===== src/rtl/tetris_pkg.sv =====
`default_nettype none
// ============================================================================
// Module      : tetris (package)
// Description : Shared types and constants for the playfield matrix memory:
//               block origin point, 4x4 shape bitmap, controller state
//               encoding and the maximum number of rows one drop can clear.
// Revision    : 1.0 - initial release
// ============================================================================
package tetris;

    // Block origin on the playfield: x is the column, y is the row (0 = top).
    typedef struct packed {
        logic [7:0] x;
        logic [7:0] y;
    } point_t;

    // Shape bitmap: bit [r][c] lands on playfield cell (y+r, x+c).
    typedef logic [3:0][3:0] shape_t;

    // Controller states, explicit 3-bit encoding.
    typedef enum logic [2:0] {
        eIDLE  = 3'd0,
        eMerge = 3'd1,
        eScan  = 3'd2,
        eFill  = 3'd3,
        eDone  = 3'd4
    } state_e;

    // A 4-row shape can complete at most four rows in a single drop.
    localparam int max_lines_c = 4;

endpackage : tetris
`default_nettype wire


===== src/rtl/matrix_line_clear.sv =====
`default_nettype none
// ============================================================================
// Module      : matrix_line_clear
// Description : Row compaction engine. During scan it walks a source and a
//               destination pointer from the bottom row upwards, skipping
//               full rows and copying every other row down to dst. During
//               fill it zeroes the rows left vacant at the top.
// Revision    : 1.0 - initial release
// Ports       : clk_i/reset_i  clock, async active-low reset
//               init_i         reload pointers and count (held during merge)
//               scan_i/fill_i  current phase of the owning controller
//               src_row_i      matrix row currently addressed by src_o
//               src_o/dst_o    read / write row pointers
//               wr_v_o         write dst_o with wr_data_o this cycle
//               scan_last_o    this is the final scan cycle
//               fill_last_o    this is the final fill cycle
//               count_nxt_o    cleared-row count including this cycle
// ============================================================================
module matrix_line_clear
    import tetris::*;
#(
    parameter int width_p  = 16,
    parameter int height_p = 32
) (
    input  logic                              clk_i,
    input  logic                              reset_i,
    input  logic                              init_i,
    input  logic                              scan_i,
    input  logic                              fill_i,
    input  logic [width_p-1:0]                src_row_i,
    output logic [$clog2(height_p)-1:0]       src_o,
    output logic [$clog2(height_p)-1:0]       dst_o,
    output logic                              wr_v_o,
    output logic [width_p-1:0]                wr_data_o,
    output logic                              scan_last_o,
    output logic                              fill_last_o,
    output logic [$clog2(max_lines_c+1)-1:0]  count_nxt_o
);

    localparam int c_aw = $clog2(height_p);
    localparam int c_cw = $clog2(max_lines_c + 1);

    logic [c_aw-1:0] r_src;
    logic [c_aw-1:0] r_dst;
    logic [c_cw-1:0] r_count;
    logic            w_full;

    assign w_full      = &src_row_i;
    assign count_nxt_o = r_count + c_cw'(scan_i && w_full);

    // A full row is simply not copied; fill writes zeros at dst.
    assign wr_v_o      = (scan_i && !w_full) || fill_i;
    assign wr_data_o   = fill_i ? '0 : src_row_i;

    // src decrements every scan cycle from height_p-1, so it reaching 0 marks
    // the last of height_p scan cycles. After scan, dst = count-1, so fill
    // ends when dst reaches row 0.
    assign scan_last_o = (r_src == '0);
    assign fill_last_o = (r_dst == '0);

    assign src_o = r_src;
    assign dst_o = r_dst;

    always_ff @(posedge clk_i or negedge reset_i) begin
        if (!reset_i) begin
            r_src   <= '0;
            r_dst   <= '0;
            r_count <= '0;
        end else if (init_i) begin
            r_src   <= c_aw'(height_p - 1);
            r_dst   <= c_aw'(height_p - 1);
            r_count <= '0;
        end else if (scan_i) begin
            r_src   <= r_src - 1'b1;
            r_count <= count_nxt_o;
            if (!w_full) begin
                r_dst <= r_dst - 1'b1;
            end
        end else if (fill_i) begin
            r_dst <= r_dst - 1'b1;
        end
    end

endmodule : matrix_line_clear
`default_nettype wire


===== src/rtl/matrix_memory.sv =====
`default_nettype none
// ============================================================================
// Module      : matrix_memory
// Description : Playfield occupancy matrix. A write ORs a 4x4 shape into the
//               matrix one row per cycle, clipping cells outside the field.
//               With MATRIX_LINE_CLEAR_EN defined, full rows are then removed
//               and the rows above shifted down; the number of cleared rows
//               is reported with a one-cycle completion pulse.
// Revision    : 1.0 - initial release
// Macro       : MATRIX_LINE_CLEAR_EN - enables row clearing (scan/fill)
// Ports       : clk_i            clock
//               reset_i          async active-low reset
//               mm_write_addr_i  shape origin (x column, y row)
//               mm_write_data_i  shape bitmap
//               mm_write_v_i     write request
//               mm_is_ready_o    idle, write will be accepted
//               rd_row_addr_i    read row select
//               rd_row_data_o    registered row contents (1-cycle latency)
//               lines_v_o        end-of-operation pulse
//               lines_o          rows cleared by the last operation
// ============================================================================
module matrix_memory
    import tetris::*;
#(
    parameter int width_p  = 16,
    parameter int height_p = 32
) (
    input  logic                        clk_i,
    input  logic                        reset_i,
    input  point_t                      mm_write_addr_i,
    input  shape_t                      mm_write_data_i,
    input  logic                        mm_write_v_i,
    output logic                        mm_is_ready_o,
    input  logic [$clog2(height_p)-1:0] rd_row_addr_i,
    output logic [width_p-1:0]          rd_row_data_o,
    output logic                        lines_v_o,
    output logic [2:0]                  lines_o
);

    localparam int c_aw = $clog2(height_p);

    state_e             r_state;
    state_e             w_state_nxt;
    logic               r_ready;
    logic [1:0]         r_merge_cnt;
    point_t             r_origin;
    shape_t             r_shape;
    logic [width_p-1:0] r_rows [height_p];
    logic [width_p-1:0] r_rd;

    logic               w_accept;
    logic [width_p+3:0] w_ext;
    logic [width_p-1:0] w_merge_bits;
    logic [8:0]         w_row_sum;
    logic               w_row_ok;
    logic [c_aw-1:0]    w_row_idx;

    assign w_accept = (r_state == eIDLE) && r_ready && mm_write_v_i;

    // Shape row placed at column x; bits shifted past width_p fall off the
    // top of the extended vector, so there is no wrap into low columns.
    assign w_ext        = {{width_p{1'b0}}, r_shape[r_merge_cnt]} << r_origin.x;
    assign w_merge_bits = w_ext[width_p-1:0];
    assign w_row_sum    = {1'b0, r_origin.y} + {7'd0, r_merge_cnt};
    assign w_row_ok     = (w_row_sum < 9'(height_p));
    assign w_row_idx    = w_row_sum[c_aw-1:0];

`ifdef MATRIX_LINE_CLEAR_EN
    logic [c_aw-1:0]    w_lc_src;
    logic [c_aw-1:0]    w_lc_dst;
    logic               w_lc_wr_v;
    logic [width_p-1:0] w_lc_wr_data;
    logic               w_scan_last;
    logic               w_fill_last;
    logic [2:0]         w_count_nxt;
    logic [2:0]         r_lines;

    matrix_line_clear #(
        .width_p  (width_p),
        .height_p (height_p)
    ) u_line_clear (
        .clk_i       (clk_i),
        .reset_i     (reset_i),
        .init_i      (r_state == eMerge),
        .scan_i      (r_state == eScan),
        .fill_i      (r_state == eFill),
        .src_row_i   (r_rows[w_lc_src]),
        .src_o       (w_lc_src),
        .dst_o       (w_lc_dst),
        .wr_v_o      (w_lc_wr_v),
        .wr_data_o   (w_lc_wr_data),
        .scan_last_o (w_scan_last),
        .fill_last_o (w_fill_last),
        .count_nxt_o (w_count_nxt)
    );

    // Captured on entry to eDone and held until the next operation ends.
    always_ff @(posedge clk_i or negedge reset_i) begin
        if (!reset_i) begin
            r_lines <= '0;
        end else if ((w_state_nxt == eDone) && (r_state != eDone)) begin
            r_lines <= w_count_nxt;
        end
    end

    assign lines_o = r_lines;
`else
    assign lines_o = '0;
`endif

    always_comb begin
        w_state_nxt = r_state;
        case (r_state)
            eIDLE: begin
                if (w_accept) w_state_nxt = eMerge;
            end
            eMerge: begin
`ifdef MATRIX_LINE_CLEAR_EN
                if (r_merge_cnt == 2'd3) w_state_nxt = eScan;
`else
                if (r_merge_cnt == 2'd3) w_state_nxt = eDone;
`endif
            end
`ifdef MATRIX_LINE_CLEAR_EN
            eScan: begin
                if (w_scan_last) w_state_nxt = (w_count_nxt != '0) ? eFill : eDone;
            end
            eFill: begin
                if (w_fill_last) w_state_nxt = eDone;
            end
`endif
            eDone:   w_state_nxt = eIDLE;
            default: w_state_nxt = eIDLE;
        endcase
    end

    always_ff @(posedge clk_i or negedge reset_i) begin
        if (!reset_i) begin
            r_state     <= eIDLE;
            r_ready     <= 1'b0;
            r_merge_cnt <= '0;
            r_origin    <= '0;
            r_shape     <= '0;
        end else begin
            r_state     <= w_state_nxt;
            r_ready     <= (w_state_nxt == eIDLE);
            r_merge_cnt <= (r_state == eMerge) ? r_merge_cnt + 2'd1 : 2'd0;
            if (w_accept) begin
                r_origin <= mm_write_addr_i;
                r_shape  <= mm_write_data_i;
            end
        end
    end

    // Matrix storage: merge ORs a shape row in; compaction overwrites rows.
    always_ff @(posedge clk_i or negedge reset_i) begin
        if (!reset_i) begin
            for (int i = 0; i < height_p; i++) begin
                r_rows[i] <= '0;
            end
        end else begin
            if ((r_state == eMerge) && w_row_ok) begin
                r_rows[w_row_idx] <= r_rows[w_row_idx] | w_merge_bits;
            end
`ifdef MATRIX_LINE_CLEAR_EN
            else if (w_lc_wr_v) begin
                r_rows[w_lc_dst] <= w_lc_wr_data;
            end
`endif
        end
    end

    always_ff @(posedge clk_i or negedge reset_i) begin
        if (!reset_i) begin
            r_rd <= '0;
        end else begin
            r_rd <= r_rows[rd_row_addr_i];
        end
    end

    assign rd_row_data_o = r_rd;
    assign mm_is_ready_o = r_ready;
    assign lines_v_o     = (r_state == eDone);

endmodule : matrix_memory
`default_nettype wire


===== config.mk =====
export PLATFORM = sky130hd
export DESIGN_NAME = matrix_memory
export DESIGN_NICKNAME = d
export VERILOG_FILES = /design/src/rtl/tetris_pkg.sv /design/src/rtl/matrix_line_clear.sv /design/src/rtl/matrix_memory.sv
export SDC_FILE = /design/constraint.sdc
export NUM_CORES = 1
export LEC_CHECK = 0
export ABC_AREA = 0
export BUFFER_PORTS_ARGS = -buffer_cell sky130_fd_sc_hd__buf_2
export CAP_MARGIN = 20
export CORE_ASPECT_RATIO = 0.7
export CORE_MARGIN = 3
export CORE_UTILIZATION = 63
export CTS_CLUSTER_DIAMETER = 100
export DETAILED_ROUTE_END_ITERATION = 12
export GPL_ROUTABILITY_DRIVEN = 1
export MAX_ROUTING_LAYER = met4
export PLACE_DENSITY = 0.8
export SYNTH_ARGS = -nofsm -noshare
export SYNTH_HDL_FRONTEND = slang
export SYNTH_SLANG_ARGS = --single-unit

===== constraint.sdc =====
create_clock -name clk_i -period 5.7 [get_ports clk_i]
set_input_delay 0.285 -clock clk_i [delete_from_list [all_inputs] [get_ports clk_i]]
set_output_delay 0.285 -clock clk_i [all_outputs]
set_load 0.02 [all_outputs]

* Word-level counts from Yosys, hierarchy flattened
Cells that the tools add are included.
** Storage, ports and cells
- Input port bits :: 40
- Output and inout bits :: 21
- Word-level logic and storage cells :: 77
- Flip-flop bits (word level) :: 566
** Cells by class
- Equality and inequality tests :: 3
- Mux-type cells :: 15
- Order comparisons :: 5
- Bitwise gates (word level) :: 3
- Shifts and indexed selects :: 1
- $add $sub $neg :: 2
- Reduce and logical (&&, ||, !) cells :: 6
** Operators with widths (number)
- $bwmux 512 :: 1
- $bmux 16 s5 :: 2
- $demux 16 s5 :: 1
- $mux 16 :: 5
- $or 16x16->16 :: 1
- $shl 4x8->16 :: 1
- $ge 6x6->1 const B :: 2
- $not 5->6 :: 2
- $add 8x2->9 :: 1
- $lt 9x6->1 const B :: 1
- $bmux 4 s2 :: 1
- $logic_not 3->1 :: 2
- $lt 6x1->1 const B :: 1
- $mux 3 :: 2
- $pmux 3 s2 :: 1
- $logic_and 1x1->1 :: 4
- $mux 4 :: 1
- $eq 3x1->1 const B :: 1
- $eq 3x3->1 const B :: 1
- $lt 2x3->1 const B :: 1
- $add 2x1->2 const B :: 1
- $eq 2x2->1 const B :: 1
- $mux 2 :: 1

* Depth between registers and ports, before layout
- Word-level depth :: 7
- Gate-level depth with buffers :: 13
- Depth with buffers taken out :: 8

* Least setup slack after synthesis
OpenSTA, ideal clock, no wires.
- Kind :: register to register
- Start :: reg r_merge_cnt[0]
- End :: reg r_rows[105] (netlist bit)
- Required time :: 5.565 ns
- Slack :: 2.388 ns
- Data arrival time :: 3.177 ns
- Buffers on the path :: 4
- Period minus slack after synthesis :: 3.312 ns
- Stages on the path, launching flop included :: 12
- Setup time :: 0.135 ns
- Cell sequence :: dfrtp_1 -> ha_1 -> fa_1 -> buf_2 -> buf_2 -> buf_1 -> mux4_2 -> a31oi_1 -> o21ai_1 -> a222oi_1 -> buf_6 -> a21oi_2
** Between the ends
- Longest elaborated chain between the ends :: 7
- Elaborated cells between the ends (all ways) :: 17
- Those cells by class :: add/sub (1); order compare (3); shift (1); mux (8); bitwise (2); reduce/logical (2)
** Ends and longest elaborated chain
- start: declaration :: line matrix_memory.sv:45 : logic [1:0] r_merge_cnt;
- start signal: assignment :: line matrix_memory.sv:147 : r_merge_cnt <= (r_state == eMerge) ? r_merge_cnt + 2'd1 : 2'd0;
- $add 8x2->9 :: line matrix_memory.sv:64 : assign w_row_sum = {1'b0, r_origin.y} + {7'd0, r_merge_cnt};
- $not 5->6 (implied by the code) :: line matrix_memory.sv:163 : r_rows[w_row_idx] <= r_rows[w_row_idx] | w_merge_bits;
- $ge 6x6->1 (implied by the code) (tied with other cells) :: line matrix_memory.sv:163
- $logic_and 1x1->1 (implied by the code) or $mux 16 (tied branches) :: line matrix_memory.sv:163
- $mux 16 (implied by the code) :: line matrix_memory.sv:163
- $demux 16 s5 or $or 16x16->16 (tied branches) :: line matrix_memory.sv:163
- $bwmux 512 :: line matrix_memory.sv:163
- end signal: indexed assignment :: line matrix_memory.sv:163
- end: declaration :: line matrix_memory.sv:48 : logic [width_p-1:0] r_rows [height_p];
Several ways; a longest one is shown, not always the timed one. The select of a mux whose other input is x is not followed.
A chain may end at the register's enable or synchronous reset.

* Final worst setup path
- Start :: reg r_merge_cnt[1]
- End :: reg r_rows[17] (netlist bit)
The elaborated chain is that of the path after synthesis.

==> flow_summary.ini <==
[synth]
yosys.cell_types.count = 72
ys_async_sr_fraction = 1.00
synth_ff_type = dfrtp_1
avgSynthCellArea_um2 = 11.6
ys_ff_latch = 566
synth-edff-count = 0
yosys_warnings = 0
syn_area_mm2 = 0.0291
yosysSeqAreaShare = 0.487
synth_cells = 2507

[timing]
whs_ps = 304
tightest_slew_ps = 1280
final_hold_viol_count = 0
fin_ws_ps = 1080
setup_viol = 0
fin_crit_ps = 4620
finalMaxSlewViolations = 0
rsz0062_at_grt = no
fin_crit_sh = 0.810
finalClockSkew_ps = 15.4
fmax_mhz = 217
slew_headroom = 0.145
tns_ps = 0

[power]
sw_frac_of_total = 0.358
p_seq_frac = 0.402
power.total_mw = 13.2
power.internal_mw = 8.51
ir_drop_mv = 0.299
power.switching_mw = 4.73
p_comb_frac = 0.328
powerDensity_mw_per_mm2 = 412
power_frac_clock = 0.270
leakage_nw = 14.0

[worst_setup_path]
rrSetupSlack_ps = 1080
critPathArrivalTime_ps = 5030
path_class = reg2reg
critPathRequiredTime_ps = 6110
reg2reg_from = r_merge_cnt[1]
crit_fanout = 51
start_kind = flop
r2r_end = r_rows[17]
cp_top_family = adder cells
cp-end-kind = flop
critical-path-slowest-cell = fa_4
cp_num_cells = 8
path_buf_inv = 1
cp_common_cell = nor2_1
cp_cell_sequence = fa_4, buf_12, mux4_2, nor2_1, nor2_1, o22ai_1, o211a_1, a21oi_1
critical-path-max-stage-delay_ps = 1570
ff2ff_path_depth = 8

[grt]
gr-total-overflow = 0
grt_pass1_vias = 22700
grt_pass1_wl_mm = 142
track_usage = 0.403
antenna_found_initial = 5
grt_start_max_net_pins = 162

[layout]
stdcell_area_mm2 = 0.0321
ff_latch_area_mm2 = 0.0142
nets = 2566
areaGrowthSynthToFinish_pct = 10.4
multi_input_area_mm2 = 0.0140
nFillCells = 2992
drive_above_1_share = 0.256
stdcell_count = 3172
final_core_util = 0.708

[detailed_routing]
wire_per_inst_um = 29.7
drc = 0
viasPerCell = 7.29
drt_wl_total_mm = 94.4
drt_iter0_markers = 3816
ant_nets = 0
firstDrtPassIters = 7
vias = 23100

[min_path]
hp-class = in2reg
min-delay-start = mm_write_v_i
hold_path_end = mm_is_ready_o
holdPathStages = 5

[floorplan]
core-area_mm2 = 0.0454
die_area_mm2 = 0.0489
rows = 65
pin_count = 61
die-height_um = 186
die_width_um = 263
initial_core_util = 0.641

[clock_network]
cts_max_level = 2
cts_max_path_buffers = 3
root_buffer = clkbuf_16
numCtsBuffers = 52
cts_sinks = 566
post_cts_resized = 0
clock_latency_ps = 610
clkTransAtPathRegs_ps = 70
cts_tree = built

[placed_design]
dpl_worst_slack_ps = 1250
gp_congestion = 0.992
dpl_cell_area_mm2 = 0.0301
dp_hpwl_mm = 60.4
io_buffers = 57
placed_cells = 3035

[status]
status = finished clean

[job]
cap_violations = 0
## cells in the final DEF (no fill, tap or decap), types with 6 or more instances in the layout
cell type / instances
buf_12: 9
nor2_1: 488
mux4_2: 282
clkbuf_1: 15
buf_2: 54
dlygate4sd3_1: 33
buf_4: 87
a22oi_1: 7
clkinv_2: 7
diode_2: 10
clkbuf_8: 12
dfrtp_1: 566
a31oi_1: 19
inv_1: 8
mux2i_1: 23
o22ai_1: 7
nor2_2: 28
o21ai_0: 56
clkbuf_16: 54
mux4_1: 6
o22a_1: 9
a21oi_1: 432
mux2_2: 50
and3_1: 11
or2_2: 8
nand2b_1: 7
nand3_1: 36
nand2_1: 113
a21oi_2: 33
## worst register-to-register path, stage by stage, from the launching register on
cell     delay, ps
dfrtp_1        610
fa_4          1570
buf_12         380
mux4_2         390
nor2_1         130
nor2_1         110
o22ai_1        160
o211a_1        860
a21oi_1        200
## registers in the layout, summed over array words and instances (netlist names)
register and flops:
r_shape 16, r_merge_cnt 2, r_rows 512, r_origin 16
mm_is_ready_o 1, rd_row_data_o 16, r_state 3
## routing by layer
metal	GRT usage	vias up	share of wire
met1	0.523	11600	0.35
met3	0.186	385	0.17
met4	0.174	0	0.054
li1	-	9201	-
met2	0.552	1912	0.42
met5	-	-	0
## synthesized netlist by cell type, types with 19 or more instances
master / n / area, um2
buf_2: 110 / 551
nor2_1: 516 / 1940
a31oi_1: 19 / 119
mux2_2: 50 / 563
dfrtp_1: 566 / 14200
nand3_1: 36 / 180
a21oi_2: 33 / 289
o21ai_0: 59 / 295
mux4_2: 282 / 6350
mux2i_1: 23 / 230
a21oi_1: 432 / 2160
clkbuf_1: 88 / 330
nand2_1: 113 / 424
## logic make-up after synthesis
family,count (synthesis),share of synthesized area
simple gates,724,0.101
compound gates,608,0.118
flops,566,0.487
mux,361,0.251
buf+inv,239,0.0395
fa+ha+maj,4,0.00198
xor+xnor,4,0.00172
other cells,1,0.000129
## power by group through the flow
stage	Combinational (mW)	Sequential, mW	Clock (mW)
CTS	4.18	5.28	3.58
floorplan	2.95	5.14	0
detailed placement	4.12	5.33	0
global placement	3.99	5.25	0
global route	4.55	5.38	3.75
finish	4.35	5.32	3.58
## layout make-up
| cell class | count | area share |
|---|---|---|
| clock inverter | 11 | 0.00440 |
| sequential | 566 | 0.441 |
| tap | 603 | 0.0235 |
| inverter | 9 | 0.00105 |
| clock buffer | 80 | 0.0485 |
| multi-input combinational | 1705 | 0.435 |
| antenna | 10 | 0.000779 |
| timing repair buffer | 188 | 0.0464 |
## timing repair
item                                   CTS  global route
endpoints found under the hold margin  161             0
buffers inserted                         0             0
hold buffers                            33             0
## how the worst max path moves through the flow
stage | from | end | slack (ps)
final | r_merge_cnt[1] | r_rows[17] | 1080
after detailed placement | r_merge_cnt[0] | r_rows[194] | 1250
after global routing | r_merge_cnt[0] | r_rows[100] | 990
after floorplan | r_merge_cnt[0] | r_rows[105] | 2390
after global placement | r_merge_cnt[1] | r_rows[226] | 1350
after CTS | r_merge_cnt[1] | r_rows[210] | 1070
No activity file was read; power rests on OpenSTA's default activity.
